<file path="src/rtl/sd_acq_pkg.sv">
// Shared types and constants for the acquisition capture block.
package sd_acq_pkg;

    localparam int unsigned WORD_W = 16;
    localparam int unsigned CNT_W  = 12;
    localparam int unsigned SAMP_W = 16;

    localparam logic [3:0] TAG_HDR = 4'hA;
    localparam logic [3:0] TAG_SMP = 4'h5;
    localparam logic [3:0] TAG_TRL = 4'hF;

    typedef enum logic [1:0] {
        ST_IDLE    = 2'd0,
        ST_HEADER  = 2'd1,
        ST_CAPTURE = 2'd2,
        ST_TRAILER = 2'd3
    } state_t;

    typedef struct packed {
        logic [3:0]       tag;
        logic [CNT_W-1:0] payload;
    } word_t;

    // Assemble a tagged FIFO word.
    function automatic word_t make_word(input logic [3:0] tag, input logic [CNT_W-1:0] payload);
        return word_t'({tag, payload});
    endfunction

endpackage

</file>
<file path="src/rtl/sd_acq_capture_if.sv">
// Reader-side FIFO bus: master is the downstream reader, slave is the capture block.
interface sd_acq_capture_if;
    import sd_acq_pkg::*;

    logic              rd_en;
    logic [WORD_W-1:0] rd_data;
    logic              rd_empty;
    logic              fifo_full;

    modport master (output rd_en, input rd_data, input rd_empty, input fifo_full);
    modport slave  (input rd_en, output rd_data, output rd_empty, output fifo_full);

endinterface

</file>
<file path="src/rtl/sd_acq_fifo.sv">
// Synchronous FIFO with registered read data and registered full/empty flags.
module sd_acq_fifo
    import sd_acq_pkg::*;
#(
    parameter int unsigned ADDR_W = 8
) (
    input  logic              clk_sys,
    input  logic              rst_n,
    input  logic              wr_en,
    input  logic [WORD_W-1:0] wr_data,
    input  logic              rd_en,
    output logic [WORD_W-1:0] rd_data,
    output logic              empty,
    output logic              full,
    output logic              drop_c
);

    localparam int unsigned DEPTH = 2 ** ADDR_W;
    localparam int unsigned PTR_W = ADDR_W + 1;

    logic [WORD_W-1:0] mem [DEPTH];
    logic [PTR_W-1:0]  wr_ptr, rd_ptr, wr_ptr_nxt, rd_ptr_nxt;
    logic              do_wr, do_rd;

    // A write into a full FIFO is accepted only when a read frees a slot in the same cycle.
    always_comb begin
        do_rd      = rd_en && !empty;
        do_wr      = wr_en && (!full || do_rd);
        drop_c     = wr_en && full && !rd_en;
        wr_ptr_nxt = do_wr ? wr_ptr + PTR_W'(1) : wr_ptr;
        rd_ptr_nxt = do_rd ? rd_ptr + PTR_W'(1) : rd_ptr;
    end

    // Pointers, flags and read data register; flags come from the next pointers.
    always_ff @(posedge clk_sys or negedge rst_n) begin
        if (!rst_n) begin
            wr_ptr  <= '0;
            rd_ptr  <= '0;
            empty   <= 1'b1;
            full    <= 1'b0;
            rd_data <= '0;
        end else begin
            wr_ptr <= wr_ptr_nxt;
            rd_ptr <= rd_ptr_nxt;
            empty  <= (wr_ptr_nxt == rd_ptr_nxt);
            full   <= (wr_ptr_nxt[ADDR_W] != rd_ptr_nxt[ADDR_W]) &&
                      (wr_ptr_nxt[ADDR_W-1:0] == rd_ptr_nxt[ADDR_W-1:0]);
            if (do_rd) begin
                rd_data <= mem[rd_ptr[ADDR_W-1:0]];
            end
        end
    end

    // Storage array; contents need no reset because the pointers define validity.
    always_ff @(posedge clk_sys) begin
        if (do_wr) begin
            mem[wr_ptr[ADDR_W-1:0]] <= wr_data;
        end
    end

endmodule

</file>
<file path="src/rtl/sd_acq_capture.sv">
// Acquisition capture: frames ADC samples (header, samples, trailer) into a FIFO while en is high.
// Optional build macro SD_ACQ_CAP_AVG2_EN: average sample pairs into one word.
module sd_acq_capture
    import sd_acq_pkg::*;
#(
    parameter int unsigned DATA_W = 12,
    parameter int unsigned ADDR_W = 8
) (
    input  logic              clk_sys,
    input  logic              rst_n,
    input  logic              en,
    input  logic [DATA_W-1:0] adc_data,
    input  logic              adc_valid,
    input  logic              ovf_clr,
    sd_acq_capture_if.slave   bus,
    output logic              overflow,
    output logic              busy,
    output logic              frame_done,
    output logic [CNT_W-1:0]  window_cnt
);

    state_t            state;
    logic              en_meta, en_sync, en_prev;
    logic              en_rise_c;
    logic [SAMP_W-1:0] samp_cnt;
    logic [SAMP_W-1:0] samp_cnt_inc_c;
    logic              wr_en;
    word_t             wr_data;
    logic              drop_c;

`ifdef SD_ACQ_CAP_AVG2_EN
    logic [DATA_W-1:0] pair_a;
    logic              pair_have;
    logic [DATA_W:0]   pair_sum_c;
    logic [DATA_W-1:0] pair_avg_c;

    // Pair average computed one bit wider, then truncated back to sample width.
    always_comb begin
        pair_sum_c = (DATA_W+1)'(pair_a) + (DATA_W+1)'(adc_data);
        pair_avg_c = DATA_W'(pair_sum_c >> 1);
    end
`endif

    // Two-flop synchroniser plus a delayed copy for edge detection.
    always_ff @(posedge clk_sys or negedge rst_n) begin
        if (!rst_n) begin
            en_meta <= 1'b0;
            en_sync <= 1'b0;
            en_prev <= 1'b0;
        end else begin
            en_meta <= en;
            en_sync <= en_meta;
            en_prev <= en_sync;
        end
    end

    // Edge detect and saturating sample-count increment.
    always_comb begin
        en_rise_c      = en_sync && !en_prev;
        samp_cnt_inc_c = (samp_cnt == {SAMP_W{1'b1}}) ? samp_cnt : samp_cnt + SAMP_W'(1);
    end

    // Frame FSM; the FIFO write strobe and word are registered here.
    // CAPTURE leaves on the synced level so a window closing during HEADER still terminates.
    always_ff @(posedge clk_sys or negedge rst_n) begin
        if (!rst_n) begin
            state      <= ST_IDLE;
            busy       <= 1'b0;
            frame_done <= 1'b0;
            window_cnt <= '0;
            samp_cnt   <= '0;
            wr_en      <= 1'b0;
            wr_data    <= '0;
`ifdef SD_ACQ_CAP_AVG2_EN
            pair_a     <= '0;
            pair_have  <= 1'b0;
`endif
        end else begin
            wr_en      <= 1'b0;
            frame_done <= 1'b0;
            case (state)
                ST_IDLE: begin
                    if (en_rise_c) begin
                        state <= ST_HEADER;
                        busy  <= 1'b1;
                    end
                end
                ST_HEADER: begin
                    wr_en      <= 1'b1;
                    wr_data    <= make_word(TAG_HDR, window_cnt);
                    window_cnt <= window_cnt + CNT_W'(1);
                    samp_cnt   <= '0;
`ifdef SD_ACQ_CAP_AVG2_EN
                    pair_have  <= 1'b0;
`endif
                    state      <= ST_CAPTURE;
                end
                ST_CAPTURE: begin
                    if (adc_valid) begin
`ifdef SD_ACQ_CAP_AVG2_EN
                        if (pair_have) begin
                            wr_en     <= 1'b1;
                            wr_data   <= make_word(TAG_SMP, CNT_W'(pair_avg_c));
                            samp_cnt  <= samp_cnt_inc_c;
                            pair_have <= 1'b0;
                        end else begin
                            pair_a    <= adc_data;
                            pair_have <= 1'b1;
                        end
`else
                        wr_en    <= 1'b1;
                        wr_data  <= make_word(TAG_SMP, CNT_W'(adc_data));
                        samp_cnt <= samp_cnt_inc_c;
`endif
                    end
                    if (!en_sync) begin
                        state <= ST_TRAILER;
                    end
                end
                ST_TRAILER: begin
                    wr_en      <= 1'b1;
                    wr_data    <= make_word(TAG_TRL, samp_cnt[CNT_W-1:0]);
                    frame_done <= 1'b1;
                    busy       <= 1'b0;
                    state      <= ST_IDLE;
                end
                default: begin
                    state <= ST_IDLE;
                    busy  <= 1'b0;
                end
            endcase
        end
    end

    // Sticky overflow; a drop in the same cycle as a clear keeps it set.
    always_ff @(posedge clk_sys or negedge rst_n) begin
        if (!rst_n) begin
            overflow <= 1'b0;
        end else if (drop_c) begin
            overflow <= 1'b1;
        end else if (ovf_clr) begin
            overflow <= 1'b0;
        end
    end

    sd_acq_fifo #(
        .ADDR_W (ADDR_W)
    ) u_fifo (
        .clk_sys (clk_sys),
        .rst_n   (rst_n),
        .wr_en   (wr_en),
        .wr_data (wr_data),
        .rd_en   (bus.rd_en),
        .rd_data (bus.rd_data),
        .empty   (bus.rd_empty),
        .full    (bus.fifo_full),
        .drop_c  (drop_c)
    );

endmodule
</file>
<file path="src/flat_wrapper.sv">
// flat-port wrapper written by rule: the top's interface ports become plain ports
module sd_acq_capture_flat import sd_acq_pkg::*;
#(
    parameter int unsigned DATA_W = 12,
    parameter int unsigned ADDR_W = 8
)
  (clk_sys, rst_n, en, adc_data, adc_valid, ovf_clr, overflow, busy, frame_done, window_cnt, bus_rd_en, bus_rd_data, bus_rd_empty, bus_fifo_full);
  sd_acq_capture_if bus_i ();
  input  logic clk_sys;
  input  logic rst_n;
  input  logic en;
  input  logic [DATA_W-1:0] adc_data;
  input  logic adc_valid;
  input  logic ovf_clr;
  output logic overflow;
  output logic busy;
  output logic frame_done;
  output logic [CNT_W-1:0] window_cnt;
  input wire logic [$bits(bus_i.rd_en)-1:0] bus_rd_en;
  output wire logic [$bits(bus_i.rd_data)-1:0] bus_rd_data;
  output wire logic [$bits(bus_i.rd_empty)-1:0] bus_rd_empty;
  output wire logic [$bits(bus_i.fifo_full)-1:0] bus_fifo_full;
  assign bus_i.rd_en = bus_rd_en;
  assign bus_rd_data = bus_i.rd_data;
  assign bus_rd_empty = bus_i.rd_empty;
  assign bus_fifo_full = bus_i.fifo_full;
  sd_acq_capture #(.DATA_W(DATA_W), .ADDR_W(ADDR_W)) u_core (.clk_sys(clk_sys), .rst_n(rst_n), .en(en), .adc_data(adc_data), .adc_valid(adc_valid), .ovf_clr(ovf_clr), .bus(bus_i), .overflow(overflow), .busy(busy), .frame_done(frame_done), .window_cnt(window_cnt));
endmodule
</file>
<file path="config.mk">
export PLATFORM = sky130hd
export DESIGN_NAME = sd_acq_capture_flat
export DESIGN_NICKNAME = d
export VERILOG_FILES = /design/src/rtl/sd_acq_pkg.sv /design/src/rtl/sd_acq_capture_if.sv /design/src/rtl/sd_acq_fifo.sv /design/src/rtl/sd_acq_capture.sv /design/src/flat_wrapper.sv
export SDC_FILE = /design/constraint.sdc
export NUM_CORES = 2
export LEC_CHECK = 0
export CAP_MARGIN = 20
export CORE_MARGIN = 3
export CORE_UTILIZATION = 55
export CTS_CLUSTER_DIAMETER = 30
export DETAILED_ROUTE_END_ITERATION = 16
export PLACE_DENSITY = 0.71
export SKIP_CTS_REPAIR_TIMING = 1
export SYNTH_ARGS = -nofsm -noshare
export SYNTH_HDL_FRONTEND = slang
export SYNTH_SLANG_ARGS = --single-unit
export TNS_END_PERCENT = 100
</file>
<file path="constraint.sdc">
create_clock -name clk_sys -period 4.9 [get_ports clk_sys]
set_input_delay 1.225 -clock clk_sys [delete_from_list [all_inputs] [get_ports clk_sys]]
set_output_delay 1.225 -clock clk_sys [all_outputs]
set_load 0.005 [all_outputs]
</file>
==> flow_metrics.tcl <==
set metrics [dict create \
    synthCells 6941 \
    dr_wl_met2_um 188600 \
    critPathMaxFanout 26 \
    yosysSeqAreaShare_pct 76.87 \
    gp_congestion 0.9267 \
    htreeDepth 6 \
    crit_required_ps 5730 \
    start_util_pct 55.42 \
    finClkSkew_ps 108.4 \
    synth_top_area_share_pct 75.38 \
    ys.flop_type "edfxtp_1" \
    timing.final.ws_setup_ps 381.4 \
    highest_layer "met5" \
    crit_top_cell "buf_12" \
    hp-class "in2async" \
    clock_sinks 3669 \
    syn_area_um2 142800 \
    crit_path_end_kind "flip-flop" \
    final_antenna_net_count 0 \
    cts_buffer_depth 4 \
    rsz0062_at_grt "no" \
    slowest_delay_ps 830 \
    finalCritPeriodShare_pct 92.22 \
    hold_viol_final 0 \
    pre_cts_ws_ps 362.3 \
    min_period_ps 4519 \
    outcome "complete, no violations" \
    ff2ff_setup_slack_ps 380 \
    swShare_pct 32.71 \
    die_area_um2 265700 \
    ys_ff_latch 3669 \
    p_sw_uw 37520 \
    max_freq_mhz 221.3 \
    arrival_ps 5350 \
    grt_pass1_vias 78280 \
    area_growth_pct 19.41 \
    grt_pass1_wl_um 572100 \
    synth.avg_cell_area_um2 20.57 \
    async_reset_ff_share_pct 2.317 \
    nets 7765 \
    power_density_nw_per_um2 672.8 \
    finish.utilization_pct 66.18 \
    path_clk_slew_ps 50 \
    total_power_uw 114700 \
    synth.area.top_cells "edfxtp_1, mux4_2, mux2i_1, dfrtp_1, o221ai_1" \
    dp_hpwl_um 235300 \
    pwr-share-seq_pct 36.0 \
    critical_path.slowest_cell "nor4_1" \
    synth_edf_count 3584 \
    yosys.area.top_type "edfxtp_1" \
    p_clk_share_pct 36.5 \
    crit_chain "buf_12 > buf_12 > buf_12 > mux4_2 > a22oi_1 > a21oi_1 > nor4_1 > buf_4 > nor3_1 > or4_1" \
    syn_nets 6972 \
    root_buffer "clkbuf_16" \
    worstSetupPathType "reg2reg" \
    row_count 186 \
    maxCapViolCount 0 \
    ys_types 78 \
    path_buf_inv 4 \
    io_pins 51 \
    dr.pass1.iters 7 \
    tritoncts "built" \
    synth_common_cells "edfxtp_1, mux4_2, mux2i_1" \
    wirelength_met1_um 142600 \
    setup_viol 0 \
    die_height_um 515.5 \
    wire_per_inst_um 34.62 \
    num-fill-cells 15730 \
    synth_most_common_cell "edfxtp_1" \
    overflow 0 \
    routed_wl_um 402000 \
    cpLargestDelayFamily "simple AND/OR/NAND/NOR gates" \
    p_leak_uw 0.05660 \
    critPathLaunchType "flip-flop" \
    relSlewSlack_pct 19.54 \
    antenna_found_initial 19 \
    fin_tns_setup_ps 0 \
    die_w_um 515.5 \
    p_int_uw 77190 \
    grt_usage_pct 30.29 \
    combPwrFrac_pct 27.5 \
    met3WireLength_um 50630 \
    grt_max_degree 182 \
    peakVddDrop_uv 640.5 \
    drc 0 \
    clock_latency_ps 1020 \
    synth_warnings 0 \
    num_vias 78310 \
    drive_above_1_share_pct 27.50 \
    slew_viol_final 0 \
    worst_pin_slew_ps 1204 \
    first_iter_violations 11380 \
    numCtsBuffers 597 \
    design.core.area_um2 257600 \
    via_per_inst 6.744 \
    io_buffers 50 \
]
==> cell usage in the layout, fill, tap and decap left out, types with 46 or more instances in the layout <==
| master | netlist | layout |
|---|---|---|
| dfrtp_1 | 84 | 63 |
| clkinv_4 | 0 | 46 |
| buf_4 | 36 | 489 |
| clkinvlp_4 | 0 | 61 |
| clkbuf_16 | 0 | 607 |
| nor2_1 | 367 | 365 |
| a21oi_1 | 162 | 161 |
| nor3_1 | 58 | 58 |
| buf_12 | 6 | 67 |
| edfxtp_1 | 3584 | 3584 |
| clkinv_1 | 1 | 79 |
| clkdlybuf4s50_1 | 0 | 49 |
| inv_6 | 0 | 48 |
| o22ai_1 | 139 | 139 |
| a22oi_1 | 76 | 76 |
| nand2_1 | 169 | 153 |
| clkbuf_1 | 171 | 54 |
| o221ai_1 | 178 | 178 |
| o21ai_0 | 90 | 90 |
| clkinv_2 | 0 | 74 |
| mux4_2 | 679 | 679 |
| mux2i_1 | 507 | 507 |
| bufinv_16 | 0 | 77 |
==> worst paths after layout <==
kind                                    startpoint                        to  cells past startpoint
setup / recovery           u_core.u_fifo.rd_ptr[0]  u_core.u_fifo.rd_data[5]                     10
hold / removal                               rst_n               u_core.busy                      1
setup reg to reg           u_core.u_fifo.rd_ptr[0]  u_core.u_fifo.rd_data[5]                     10
hold reg to reg                     u_core.en_meta            u_core.en_sync                      0
max in group asynchronous                    rst_n         u_core.wr_data[2]                      2
min in group clk_sys                u_core.en_meta            u_core.en_sync                      0
==> area by class of cell <==
type / count / area, um2 / share of cell area, %
Sequential cell: 3669 / 109800 / 64.42
Multi-Input combinational cell: 2837 / 30520 / 17.90
Clock inverter: 416 / 4792 / 2.811
Tap cell: 3384 / 4234 / 2.483
Clock buffer: 661 / 15390 / 9.028
Inverter: 18 / 80.08 / 0.04697
Timing Repair Buffer: 611 / 5608 / 3.289
Antenna cell: 15 / 37.54 / 0.02202
==> state kept, by name, indices dropped and copies added (netlist names) <==
| name | flops |
|---|---|
| u_core.en_meta | 1 |
| u_core.wr_en | 1 |
| u_core.u_fifo.rd_data | 14 |
| u_core.state | 2 |
| u_core.samp_cnt | 16 |
| u_core.en_prev | 1 |
| u_core.busy | 1 |
| u_core.window_cnt | 12 |
| u_core.u_fifo.wr_ptr | 9 |
| u_core.wr_data | 14 |
| u_core.u_fifo.rd_ptr | 9 |
| u_core.frame_done | 1 |
| u_core.overflow | 1 |
| u_core.u_fifo.mem | 3584 |
| u_core.u_fifo.full | 1 |
| u_core.en_sync | 1 |
| u_core.u_fifo.empty | 1 |
==> power groups by stage <==
stage / Combinational, uW / Clock, uW / Sequential (uW)
after floorplan: 16800 / 0 / 43100
after global placement: 30300 / 0 / 41700
after detailed placement: 30800 / 0 / 41800
after CTS: 31100 / 42100 / 41200
after global routing: 32600 / 43600 / 41300
final: 31600 / 41900 / 41200
==> kinds of logic after synthesis <==
family	share of synthesized area, %
adder cells (fa/ha/maj)	0.1139
multiplexers	14.64
XOR/XNOR	0.3207
AND/OR/NAND/NOR	2.328
AO/OA/AOI/OAI	3.884
flip-flops	76.87
buffers and inverters	1.847
==> per-stage QoR <==
| step | hold slack (ps) | area (um2) | cells |
|---|---|---|---|
| 6_report | 292.6 | 170500 | 11610 |
| 5_1_grt | 282.6 | 170500 | 11600 |
| 4_1_cts | 253.9 | 170400 | 11590 |
| 3_5_place_dp | 349.2 | 150200 | 10520 |
| 3_3_place_gp | 334.4 | 150100 | 10510 |
| 2_1_floorplan | 331.2 | 142800 | 6941 |
==> metal layers <==
| layer | up-vias | GRT usage [%] |
|---|---|---|
| li1 | 30790 | - |
| met1 | 40540 | 40.91 |
| met2 | 5969 | 46.23 |
| met3 | 992 | 8.524 |
| met4 | 12 | 14.06 |
| met5 | - | 0 |
(Power assumes the default switching activity.)
